$ cat src/rtl/adt7420_responder_pkg.sv
// Shared types and constants for the ADT7420 register-interface I2C responder:
// FSM state encoding, register map addresses and the read-data mux.
package adt7420_responder_pkg;

    typedef enum logic [3:0] {
        ST_IDLE      = 4'd0,
        ST_ADDR      = 4'd1,
        ST_ADDR_ACK  = 4'd2,
        ST_PTR       = 4'd3,
        ST_PTR_ACK   = 4'd4,
        ST_WDATA     = 4'd5,
        ST_WDATA_ACK = 4'd6,
        ST_TX        = 4'd7,
        ST_TX_ACK    = 4'd8,
        ST_IGNORE    = 4'd9
    } state_e;

    localparam logic [7:0] REG_TEMP_MSB = 8'h00;
    localparam logic [7:0] REG_TEMP_LSB = 8'h01;
    localparam logic [7:0] REG_STATUS   = 8'h02;
    localparam logic [7:0] REG_CONFIG   = 8'h03;
    localparam logic [7:0] REG_ID       = 8'h0B;

    localparam logic [6:0] DEFAULT_DEV_ADDR = 7'h4B;
    localparam logic [7:0] DEFAULT_ID_VALUE = 8'hCB;

    function automatic logic [7:0] read_map(
        input logic [7:0]  ptr,
        input logic [15:0] shadow,
        input logic [7:0]  cfg,
        input logic [7:0]  id
    );
        logic [7:0] val;
        case (ptr)
            REG_TEMP_MSB: val = shadow[15:8];
            REG_TEMP_LSB: val = shadow[7:0];
            REG_STATUS:   val = 8'h00;
            REG_CONFIG:   val = cfg;
            REG_ID:       val = id;
            default:      val = 8'h00;
        endcase
        return val;
    endfunction

endpackage

$ cat src/rtl/i2c_bus_sampler.sv
// Synchronises raw SCL/SDA and produces registered SCL edge and START/STOP
// pulses plus an SDA level aligned with them (SYNC_STAGES+1 cycles latency).
module i2c_bus_sampler #(
    parameter int unsigned SYNC_STAGES = 2
) (
    input  logic clk_i,
    input  logic rst_i,
    input  logic scl_i,
    input  logic sda_i,
    output logic scl_rise_o,
    output logic scl_fall_o,
    output logic start_det_o,
    output logic stop_det_o,
    output logic sda_s_o
);

    logic [SYNC_STAGES-1:0] scl_sync_q;
    logic [SYNC_STAGES-1:0] sda_sync_q;
    logic                   scl_prev_q;
    logic                   sda_prev_q;
    logic                   scl_now;
    logic                   sda_now;
    logic                   scl_rise_q;
    logic                   scl_fall_q;
    logic                   start_q;
    logic                   stop_q;
    logic                   sda_s_q;

    assign scl_now = scl_sync_q[SYNC_STAGES-1];
    assign sda_now = sda_sync_q[SYNC_STAGES-1];

    // Synchroniser chains, edge-detect register and registered event pulses
    always_ff @(posedge clk_i) begin
        if (rst_i) begin
            scl_sync_q <= {SYNC_STAGES{1'b1}};
            sda_sync_q <= {SYNC_STAGES{1'b1}};
            scl_prev_q <= 1'b1;
            sda_prev_q <= 1'b1;
            scl_rise_q <= 1'b0;
            scl_fall_q <= 1'b0;
            start_q    <= 1'b0;
            stop_q     <= 1'b0;
            sda_s_q    <= 1'b1;
        end else begin
            scl_sync_q <= {scl_sync_q[SYNC_STAGES-2:0], scl_i};
            sda_sync_q <= {sda_sync_q[SYNC_STAGES-2:0], sda_i};
            scl_prev_q <= scl_now;
            sda_prev_q <= sda_now;
            scl_rise_q <= scl_now & ~scl_prev_q;
            scl_fall_q <= ~scl_now & scl_prev_q;
            start_q    <= scl_now & scl_prev_q & ~sda_now & sda_prev_q;
            stop_q     <= scl_now & scl_prev_q & sda_now & ~sda_prev_q;
            sda_s_q    <= sda_now;
        end
    end

    assign scl_rise_o  = scl_rise_q;
    assign scl_fall_o  = scl_fall_q;
    assign start_det_o = start_q;
    assign stop_det_o  = stop_q;
    assign sda_s_o     = sda_s_q;

endmodule

$ cat src/rtl/adt7420_responder.sv
// I2C target emulating the ADT7420 register interface (pointer, temp, status,
// config, ID). Optional SCL-low bus-hang recovery: ADT7420_RESPONDER_TIMEOUT_EN.
module adt7420_responder
    import adt7420_responder_pkg::*;
#(
    parameter logic [6:0]  DEV_ADDR    = DEFAULT_DEV_ADDR,
    parameter logic [7:0]  ID_VALUE    = DEFAULT_ID_VALUE,
    parameter int unsigned SYNC_STAGES = 2
`ifdef ADT7420_RESPONDER_TIMEOUT_EN
    ,
    parameter int unsigned TIMEOUT_CYCLES = 2_500_000
`endif
) (
    input  logic        CLK100MHZ,
    input  logic        rst,
    input  logic        scl_in,
    input  logic        sda_in,
    output logic        sda_oe,
    input  logic [15:0] temp_word,
    output logic [7:0]  config_reg,
    output logic        addressed,
    output logic [7:0]  reg_ptr
);

    logic        scl_rise;
    logic        scl_fall;
    logic        start_det;
    logic        stop_det;
    logic        sda_s;
    logic        timeout_hit;

    state_e      state_q,     state_d;
    logic [3:0]  bit_cnt_q,   bit_cnt_d;
    logic [7:0]  shift_q,     shift_d;
    logic        rw_q,        rw_d;
    logic        sda_oe_q,    sda_oe_d;
    logic        addressed_q, addressed_d;
    logic [7:0]  config_q,    config_d;
    logic [7:0]  reg_ptr_q,   reg_ptr_d;
    logic [15:0] shadow_q,    shadow_d;
    logic [7:0]  rx_byte;
    logic [7:0]  tx_byte;

    i2c_bus_sampler #(
        .SYNC_STAGES (SYNC_STAGES)
    ) u_sampler (
        .clk_i       (CLK100MHZ),
        .rst_i       (rst),
        .scl_i       (scl_in),
        .sda_i       (sda_in),
        .scl_rise_o  (scl_rise),
        .scl_fall_o  (scl_fall),
        .start_det_o (start_det),
        .stop_det_o  (stop_det),
        .sda_s_o     (sda_s)
    );

`ifdef ADT7420_RESPONDER_TIMEOUT_EN
    localparam int TO_W = $clog2(TIMEOUT_CYCLES + 1);
    logic [TO_W-1:0] to_cnt_q;
    logic            scl_high_q;

    // SCL level tracker and SCL-low counter for bus-hang recovery
    always_ff @(posedge CLK100MHZ) begin
        if (rst) begin
            scl_high_q <= 1'b1;
            to_cnt_q   <= '0;
        end else begin
            if (scl_rise) begin
                scl_high_q <= 1'b1;
            end else if (scl_fall) begin
                scl_high_q <= 1'b0;
            end else begin
                scl_high_q <= scl_high_q;
            end
            if (scl_rise || scl_fall || scl_high_q || timeout_hit ||
                state_q == ST_IDLE || state_q == ST_IGNORE) begin
                to_cnt_q <= '0;
            end else begin
                to_cnt_q <= to_cnt_q + {{(TO_W-1){1'b0}}, 1'b1};
            end
        end
    end

    assign timeout_hit = (to_cnt_q >= TO_W'(TIMEOUT_CYCLES - 1));
`else
    assign timeout_hit = 1'b0;
`endif

    // State and output registers
    always_ff @(posedge CLK100MHZ) begin
        if (rst) begin
            state_q     <= ST_IDLE;
            bit_cnt_q   <= 4'd0;
            shift_q     <= 8'h00;
            rw_q        <= 1'b0;
            sda_oe_q    <= 1'b0;
            addressed_q <= 1'b0;
            config_q    <= 8'h00;
            reg_ptr_q   <= 8'h00;
            shadow_q    <= 16'h0000;
        end else begin
            state_q     <= state_d;
            bit_cnt_q   <= bit_cnt_d;
            shift_q     <= shift_d;
            rw_q        <= rw_d;
            sda_oe_q    <= sda_oe_d;
            addressed_q <= addressed_d;
            config_q    <= config_d;
            reg_ptr_q   <= reg_ptr_d;
            shadow_q    <= shadow_d;
        end
    end

    // Next-state logic: bus events first, then per-state byte handling
    always_comb begin
        state_d     = state_q;
        bit_cnt_d   = bit_cnt_q;
        shift_d     = shift_q;
        rw_d        = rw_q;
        sda_oe_d    = sda_oe_q;
        addressed_d = addressed_q;
        config_d    = config_q;
        reg_ptr_d   = reg_ptr_q;
        shadow_d    = shadow_q;
        rx_byte     = {shift_q[6:0], sda_s};
        tx_byte     = 8'h00;

        if (stop_det) begin
            state_d     = ST_IDLE;
            sda_oe_d    = 1'b0;
            addressed_d = 1'b0;
        end else if (start_det) begin
            state_d     = ST_ADDR;
            bit_cnt_d   = 4'd0;
            sda_oe_d    = 1'b0;
            addressed_d = 1'b0;
        end else if (timeout_hit) begin
            state_d     = ST_IDLE;
            sda_oe_d    = 1'b0;
            addressed_d = 1'b0;
        end else begin
            case (state_q)
                ST_ADDR, ST_PTR, ST_WDATA: begin
                    if (scl_rise) begin
                        shift_d   = rx_byte;
                        bit_cnt_d = bit_cnt_q + 4'd1;
                        if (bit_cnt_q == 4'd7) begin
                            bit_cnt_d = 4'd0;
                            case (state_q)
                                ST_ADDR: begin
                                    rw_d    = sda_s;
                                    state_d = (rx_byte[7:1] == DEV_ADDR) ? ST_ADDR_ACK : ST_IGNORE;
                                end
                                ST_PTR: begin
                                    reg_ptr_d = rx_byte;
                                    state_d   = ST_PTR_ACK;
                                end
                                default: begin
                                    config_d  = (reg_ptr_q == REG_CONFIG) ? rx_byte : config_q;
                                    reg_ptr_d = reg_ptr_q + 8'd1;
                                    state_d   = ST_WDATA_ACK;
                                end
                            endcase
                        end else begin
                            state_d = state_q;
                        end
                    end else begin
                        shift_d = shift_q;
                    end
                end
                ST_ADDR_ACK, ST_PTR_ACK, ST_WDATA_ACK: begin
                    // sda_oe_q is the ACK phase: first fall pulls low, second fall ends the slot
                    if (scl_fall) begin
                        if (!sda_oe_q) begin
                            sda_oe_d    = 1'b1;
                            addressed_d = addressed_q | (state_q == ST_ADDR_ACK);
                        end else if (state_q == ST_ADDR_ACK && rw_q) begin
                            shadow_d  = temp_word;
                            tx_byte   = read_map(reg_ptr_q, temp_word, config_q, ID_VALUE);
                            sda_oe_d  = ~tx_byte[7];
                            shift_d   = {tx_byte[6:0], 1'b0};
                            bit_cnt_d = 4'd1;
                            state_d   = ST_TX;
                        end else begin
                            sda_oe_d  = 1'b0;
                            bit_cnt_d = 4'd0;
                            state_d   = (state_q == ST_ADDR_ACK) ? ST_PTR : ST_WDATA;
                        end
                    end else begin
                        sda_oe_d = sda_oe_q;
                    end
                end
                ST_TX: begin
                    if (scl_fall) begin
                        if (bit_cnt_q == 4'd8) begin
                            sda_oe_d  = 1'b0;
                            bit_cnt_d = 4'd0;
                            state_d   = ST_TX_ACK;
                        end else begin
                            sda_oe_d  = ~shift_q[7];
                            shift_d   = {shift_q[6:0], 1'b0};
                            bit_cnt_d = bit_cnt_q + 4'd1;
                        end
                    end else begin
                        sda_oe_d = sda_oe_q;
                    end
                end
                ST_TX_ACK: begin
                    if (scl_rise) begin
                        if (!sda_s) begin
                            reg_ptr_d = reg_ptr_q + 8'd1;
                            shift_d   = read_map(reg_ptr_q + 8'd1, shadow_q, config_q, ID_VALUE);
                            bit_cnt_d = 4'd0;
                            state_d   = ST_TX;
                        end else begin
                            state_d = ST_IGNORE;
                        end
                    end else begin
                        state_d = state_q;
                    end
                end
                ST_IDLE, ST_IGNORE: begin
                    sda_oe_d = 1'b0;
                end
                default: begin
                    state_d  = ST_IDLE;
                    sda_oe_d = 1'b0;
                end
            endcase
        end
    end

    assign sda_oe     = sda_oe_q;
    assign config_reg = config_q;
    assign addressed  = addressed_q;
    assign reg_ptr    = reg_ptr_q;

endmodule

$ cat config.mk
export PLATFORM = sky130hd
export DESIGN_NAME = adt7420_responder
export DESIGN_NICKNAME = d
export VERILOG_FILES = /design/src/rtl/adt7420_responder_pkg.sv /design/src/rtl/i2c_bus_sampler.sv /design/src/rtl/adt7420_responder.sv
export SDC_FILE = /design/constraint.sdc
export NUM_CORES = 1
export LEC_CHECK = 0
export BUFFER_PORTS_ARGS = -buffer_cell sky130_fd_sc_hd__buf_4
export CORE_ASPECT_RATIO = 2
export CORE_UTILIZATION = 53
export DETAILED_ROUTE_END_ITERATION = 6
export PLACE_DENSITY_LB_ADDON = 0.1
export SETUP_SLACK_MARGIN = 0.1
export SYNTH_ARGS = -nofsm -noshare
export SYNTH_HDL_FRONTEND = slang
export SYNTH_SLANG_ARGS = --single-unit
$ cat constraint.sdc
create_clock -name CLK100MHZ -period 2 [get_ports CLK100MHZ]
set_input_delay 0.1 -clock CLK100MHZ [delete_from_list [all_inputs] [get_ports CLK100MHZ]]
set_output_delay 0.1 -clock CLK100MHZ [all_outputs]
set_load 0.005 [all_outputs]
Word-level counts from Yosys, hierarchy flattened
Index checks and enable logic that the tools add are counted. Widths: inputs -> output; s select.

Reductions and logical operators: 24. Muxes and demuxes: 54. Bitwise logic cells: 20. Add/subtract/negate cells: 2. Eq/ne operators: 38.

Operator list (count): $mux 8 (18); $pmux 8 s4 (3); $mux 4 (18); $pmux 8 s2 (2); $reduce_and 8->1 (4); $eq 4x3->1 const B (5); $pmux 4 s5 (1); $eq 8x1->1 const B (2); $eq 8x2->1 const B (2); $eq 8x4->1 const B (2); $logic_not 8->1 (2); $pmux 4 s4 (1); $ne 2x2->1 const B (7); $eq 4x4->1 const B (3); $ne 3x1->1 const B (4); $not 1->1 (12); $reduce_and 6->1 (2); $reduce_and 11->1 (1); $ne 2x1->1 const B (5); $ne 3x2->1 const B (3); $reduce_or 3->1 (3); $add 8x1->8 const B (1); $eq 4x2->1 const B (2); $pmux 4 s2 (1); other kinds (18) (34).

Flip-flop bits (word level): 61. Word-level logic and storage cells: 156.

Longest topological paths before layout
Gate-level depths: netlist (run 1).

Depth after elaboration: 13. Depth in mapped cells: 9. Gate-level depth less buffers: 7.

Cells and area by module
Synthesis (run 1) repeated with hierarchy kept, for this count alone.

Cell total of the unflattened synthesis: 436. Area total of the unflattened synthesis: 3743.6 um2.

Modules (own cells, without submodules): adt7420_responder (area an instance 3443.3 um2, cells an instance 414, times used 1); i2c_bus_sampler (area an instance 300.3 um2, cells an instance 22, times used 1).

Least setup slack after synthesis (run 1)
Ideal clock, no wire load.

Path type: flip-flop to flip-flop. From: register reg_ptr_q[5], in the netlist reg_ptr[5]. To: register shift_q[3]. Stages on the path, launching flop included: 7. Arrival: 1964 ps. Setup time: 79 ps. Period minus slack after synthesis: 2044 ps. Slack: -44 ps. Cells stage by stage: dfxtp_1 or3_4 or4b_1 buf_2 o41ai_1 a31oi_1 a211oi_2.

Word-level cells in the longest chain between the ends: 12.

Ends and longest elaborated chain: start, declared (RTL line adt7420_responder.sv:39) `logic [7:0] reg_ptr_q, reg_ptr_d;`; start signal, assigned (RTL line adt7420_responder.sv:110) `reg_ptr_q <= reg_ptr_d;`; $eq 8x4->1 (tied with other cells) (RTL line adt7420_responder_pkg.sv:34) `case (ptr)`; $pmux 8 s4 (RTL line adt7420_responder_pkg.sv:34); $mux 8 (RTL line adt7420_responder.sv:178) `end else if (state_q == ST_ADDR_ACK && rw_q) begin`; $mux 8 (RTL line adt7420_responder.sv:175) `if (!sda_oe_q) begin`; $mux 8 (RTL line adt7420_responder.sv:174) `if (scl_fall) begin`; $mux 8 (RTL line adt7420_responder.sv:143) `case (state_q)`; $mux 8 (RTL line adt7420_responder.sv:133) `end else if (start_det) begin`; $mux 8 (RTL line adt7420_responder.sv:129) `if (stop_det) begin`; $mux 8 (RTL line adt7420_responder.sv:178); $mux 8 (RTL line adt7420_responder.sv:175); $mux 8 (RTL line adt7420_responder.sv:174); $pmux 8 s4 * (RTL line adt7420_responder.sv:143); end signal, assigned (RTL line adt7420_responder.sv:105) `shift_q <= shift_d;`; end, declared (RTL line adt7420_responder.sv:34) `logic [7:0] shift_q, shift_d;`.

Mark *: on every way between the ends. The rest lies on a longest branch, timed or not. The select of a mux whose other input is x is not followed. A chain may end at the register's enable or synchronous reset.

Final worst setup path (run 1)
Ends and elaborated chain as after synthesis.

==> results of run 1 <==
-- repair_timing --
| action | 4_1_cts | 5_1_grt |
|---|---|---|
| setup buffers | 1 | 4 |
| pin swaps | 3 | 19 |
| hold buffers | 2 | 0 |
| setup endpoints to repair | 26 | 31 |
| resized for setup | 16 | 34 |
| hold endpoints to repair | 2 | 0 |
-- through the flow --
step,hold WS [ps],utilization,instances
floorplan,204,-,445
global route,26.9,0.760,618
global placement,283,0.669,595
detailed placement,291,0.669,595
finish,8.63,0.760,618
CTS,4.93,0.732,614
-- synthesized netlist by cell type (9+ instances only) --
cell / instances / area (um^2)
inv_1: 21 / 78.8
a222oi_1: 10 / 100
o21ai_0: 22 / 110
nand2_1: 21 / 78.8
dfxtp_1: 61 / 1220
nor2_1: 45 / 169
a21oi_1: 33 / 165
nor3_1: 9 / 45.0
or2_2: 9 / 56.3
clkbuf_1: 24 / 90.1
a211oi_1: 9 / 67.6
mux2i_1: 27 / 270
buf_2: 9 / 45.0
-- layout make-up --
cell class / instances / share of cell area
Sequential cell: 61 / 0.246
Clock inverter: 6 / 0.0221
Multi-Input combinational cell: 326 / 0.481
Tap cell: 88 / 0.0219
Clock buffer: 10 / 0.0455
Timing Repair Buffer: 106 / 0.167
Inverter: 21 / 0.0162
-- power by group --
| group | switching, mW | internal (mW) | leakage (nW) |
|---|---|---|---|
| Sequential | 0.150 | 1.36 | 0.499 |
| Combinational | 1.85 | 1.54 | 1.39 |
| Clock | 0.579 | 1.22 | 0.163 |
| Total | 2.58 | 4.12 | 2.05 |
-- logic make-up (layout without fill, tap and decap cells) --
logic type | after synthesis | count (layout)
AND/OR/NAND/NOR | 141 | 141
buffers and inverters | 58 | 143
multiplexers | 27 | 27
XOR/XNOR | 1 | 1
flip-flops | 61 | 61
adder cells (fa/ha/maj) | 7 | 7
AO/OA/AOI/OAI | 150 | 150
-- layer usage --
metal	up-vias	global-route usage	part of all wire
met5	-	0	0
met3	86	0.116	0.057
met4	0	0.301	0.088
li1	1838	-	-
met1	1923	0.367	0.32
met2	206	0.674	0.53
-- worst paths after layout --
check / startpoint / to / depth (start not counted) / slack (ps)
worst max-delay path: reg_ptr[5] / shift_q[3] / 6 / -50
worst min-delay path: temp_word[4] / shadow_q[4] / 3 / 9
worst max register to register: reg_ptr[5] / shift_q[3] / 6 / -50
worst min register to register: u_sampler.scl_sync_q[0] / u_sampler.scl_sync_q[1] / 1 / 410
-- cells in the final DEF (no fill, tap or decap), drive strengths merged, types with 9 or more instances in the layout --
cell type	Yosys	routed
a222oi	10	10
clkbuf	24	10
nand2	21	21
inv	21	21
a21oi	33	33
o21ai	22	22
dfxtp	61	61
or2	9	9
buf	13	104
mux2i	27	27
nor3	10	10
a211oi	12	12
nor2	45	45
-- worst reg2reg max path, delay by kind of cell, from the launching register on --
kind,cells,cell delay (ps)
buf+inv,1,160
flops,1,320
simple gates,2,910
compound gates,3,570
==> results.cfg, run 1 <==
[status]
outcome = complete, but fails checks
violations = negative setup slack

[floorplan]
start_util = 0.551
core_area_mm2 = 0.00662
rows = 42
die_w_um = 60.7
design.die.area_mm2 = 0.00724
ioPinCount = 38
die_y_um = 119

[yosys]
synth_simple_gate_area_frac = 0.210
ys_seq_elements = 61
synth_area_mm2 = 0.00365
yosysWarnings = 0
yosysSeqAreaShare = 0.334
synth.distinct_cells = 66
synthAdderAreaFrac = 0.0240
synth_fp_nets = 472
synth_top_family_by_area = compound AO/OA/AOI/OAI gates
synth_xor_area_frac = 0.00240
synthCells = 445
synth_edf_count = 0
synthMuxAreaShare = 0.0740
synth-main-ff-cell = dfxtp_1
synth_area_per_cell_um2 = 8.20
synth_compound_area_frac = 0.292
async_flop_share = 0

[critical_path]
arrival_ps = 2300
slowest_delay_ps = 500
crit_chain = or3_4, or4b_4, buf_8, o41ai_4, a31oi_1, a211oi_2
cp.required_ps = 2260
critical_path.top_delay_family = simple AND/OR/NAND/NOR gates
crit_type = register to register
path_buf_inv = 1
worstSetupStartpointType = register
setup.worst_path.end_class = register
cp_slowest_cell = or4b_4
critPathMaxFanout = 6

[clocking]
cts_sinks = 61
cts_max_path_buffers = 2
cts_buffers = 9
cts-root-buf = clkbuf_16
path_clk_slew_ps = 60
insertion_delay_ps = 340
cts-htree-levels = 3
tritoncts = done

[route]
dr_total_vias = 4053
antenna_left = 0
post-route-drc-count = 0
drt-total-wl_um = 13300
initialDrtViolationCount = 349
first_pass_iters = 5
wl_per_cell_um = 21.5
via_per_inst = 6.56

[final_layout]
ff_latch_area_mm2 = 0.00124
antenna_cells = 0
areaGrowthSynthToFinish_pct = 37.8
largest_reg_flops = 16
multi_input_area_mm2 = 0.00242
fill_cells = 517
finalInstanceArea_mm2 = 0.00503
drive_gt1_frac = 0.336
final_nets = 552
regMostFlops = shadow_q

[power_and_ir_drop]
p_leak_nw = 2.05
ir_drop_v = 0.000791
cellPowerDensity_mw_per_mm2 = 1330
p_total_mw = 6.70

[timing]
slew_headroom = 0.566
setup_slack_ps = -47.7
tightest_slew_ps = 651
hold_viol_final = 0
period_needed_ps = 2050
final-setup-viol-count = 1
min_period_over_period = 1.02
grt_setup_unrepaired = yes
fmax_mhz = 488
slew_viol_final = 0
fin_worst_skew_ps = 3.75
setup_tns_ps = -47.7

[grt]
antenna_found_initial = 0
grt_pass1_vias = 4070
grt_max_degree = 55
grt_pass1_wl_um = 20700
grt.overflow.total = 0
grtUsageTotal = 0.394

[placed_design]
globalplace.congestion = 1.01
port_buffers = 37
placed_area_mm2 = 0.00443
place_ws_ps = -43.6
dpl.hpwl_um = 9390

[flow_run]
cap_viol_max_count = 0

[worst_hold_path]
hp-class = primary input to register
(Power assumes the default switching activity.)
==> run 2: changes to the inputs <==
--- a/config.mk
+++ b/config.mk
@@ -9,7 +9,7 @@
 export CORE_ASPECT_RATIO = 2
 export CORE_UTILIZATION = 53
 export DETAILED_ROUTE_END_ITERATION = 6
-export PLACE_DENSITY_LB_ADDON = 0.1
+export PLACE_DENSITY = 0.76
 export SETUP_SLACK_MARGIN = 0.1
 export SYNTH_ARGS = -nofsm -noshare
 export SYNTH_HDL_FRONTEND = slang
==> run 2 against run 1 <==
The flow finishes with violations (design-rule violations, negative setup slack). Sequential cell count unchanged. Via count increased by 1.5%. Global-route usage increased by 0.44 points. First-iteration DRC count increased by 51%. Hold slack improved by 4.0 ps. Critical endpoint unchanged. Largest cell class unchanged. Highest routed layer unchanged.
==> results.cfg, run 2 (same netlist as run 1, synthesis figures left out) <==
[grt]
grt_pass1_vias = 4023
grt_max_degree = 55
met3_usage = 0.114
antenna_found_initial = 0
met1_usage = 0.391
grt_pass1_wl_um = 20900
busiest_layer = met2
grt.overflow.total = 0
use_met2 = 0.659
grtUsageTotal = 0.399

[final_layout]
layout_commonest_cell = buf_4
antenna_cells = 0
fin_cells = 624
areaGrowthSynthToFinish_pct = 43.4
finalInstanceArea_mm2 = 0.00524
largest_reg_flops = 16
final_cell_mix = 99 x buf_4, 51 x dfxtp_1, 41 x nor2_1
drive_gt1_frac = 0.379
regMostFlops = shadow_q
final_nets = 558

[placed_design]
dpl.hpwl_um = 9210
place_inst = 596
place_ws_ps = -315
globalplace.congestion = 0.938
placed_area_mm2 = 0.00446
port_buffers = 37

[power_and_ir_drop]
cellPowerDensity_mw_per_mm2 = 1360
ir_drop_v = 0.000967
p_leak_nw = 2.10
p_total_mw = 7.12

[timing]
fmax_mhz = 481
slew_viol_final = 0
fin_worst_skew_ps = 5.98
tightest_slew_ps = 581
setup_slack_ps = -80.2
grt_setup_unrepaired = yes
final-setup-viol-count = 10
min_period_over_period = 1.04
period_needed_ps = 2080
slew_headroom = 0.612
hold_viol_final = 0

[route]
dr_total_vias = 4115
wl_per_cell_um = 22.1
drt-total-wl_um = 13800
post-route-drc-count = 3
initialDrtViolationCount = 528
first_pass_iters = 7
antenna_left = 0
via_per_inst = 6.59

[clocking]
cts-root-buf = clkbuf_16
cts_max_path_buffers = 2
cts_sinks = 61
insertion_delay_ps = 340
tritoncts = done
cts-htree-levels = 3
cts_buffers = 9
path_clk_slew_ps = 50

[critical_path]
ff2ff_path_depth = 6
crit_chain = or3_4, or4b_4, buf_8, o41ai_4, a31oi_1, a211oi_2
critPathMaxFanout = 6
crit_type = register to register
cp.required_ps = 2250
critical_path.top_delay_family = simple AND/OR/NAND/NOR gates
slowest_delay_ps = 520
worstSetupStartpointType = register
cp_slowest_cell = or4b_4
arrival_ps = 2330
setup.worst_path.end_class = register
cp_num_cells = 6
path_buf_inv = 1

[floorplan]
core_area_mm2 = 0.00662
ioPinCount = 38
design.die.area_mm2 = 0.00724
die_w_um = 60.7
rows = 42
die_y_um = 119
start_util = 0.551

[worst_hold_path]
hp-class = primary input to register
holdPathStages = 3

[status]
violations = design-rule violations, negative setup slack
outcome = complete, but fails checks

[flow_run]
cap_viol_max_count = 0
[run 2: cell types whose count changed in the layout (fill, tap and decap cells not counted), moves of 3 or more]
cell,change
dfxtp_2,-3
buf_6,+4
dfxtp_4,+4
nor4_2,+3
nor2_4,+3
[run 2: what timing repair did]
action | in CTS | in global routing
pin swaps | 14 | 21
endpoints found under the hold margin | 2 | 0
resized for setup | 31 | 62
setup endpoints to repair | 30 | 41
hold buffers | 2 | 0
setup buffers | 1 | 9
[run 2: cell type report]
cell class | instances | area [um^2]
multi-input cells | 326 | 2570
fillers | 473 | 1390
flip-flops and latches | 61 | 1250
repair buffers | 112 | 926
clock buffers | 12 | 246
well taps | 88 | 110
inverters | 21 | 86.3
clock inverters | 4 | 47.5
[run 2: worst register-to-register path, cell delays in order (launching register included)]
cell and delay, ps:
dfxtp_2 310, or3_4 410, or4b_4 520, buf_8 170, o41ai_4 240, a31oi_1 110
a211oi_2 230
[run 2: metal layers]
layer,up-vias,share of wire
met1,1957,0.32
met5,-,0
li1,1848,-
met3,79,0.068
met2,231,0.53
met4,0,0.078
[run 2: stage by stage]
| stage | hold slack [ps] | utilization | TNS, ps |
|---|---|---|---|
| floorplan | 204 | - | 0 |
| global placement | 285 | 0.674 | -517 |
| detailed placement | 292 | 0.674 | -1400 |
| CTS | 14.2 | 0.743 | -105 |
| global route | 24.4 | 0.791 | -983 |
| finish | 12.6 | 0.791 | -188 |
[run 2: worst paths after layout]
check                           slack (ps)                     from                 endpoint
worst max-delay path                   -80               reg_ptr[7]               shift_q[3]
worst min-delay path                    10             temp_word[6]              shadow_q[6]
worst max register to register         -80               reg_ptr[7]               shift_q[3]
worst min register to register         410  u_sampler.sda_sync_q[0]  u_sampler.sda_sync_q[1]
[run 2: power by group]
group,total (mW),switching [mW],internal [mW]
clock network,1.55,0.558,0.994
registers,1.59,0.214,1.38
logic,3.98,2.16,1.82
total,7.12,2.93,4.19
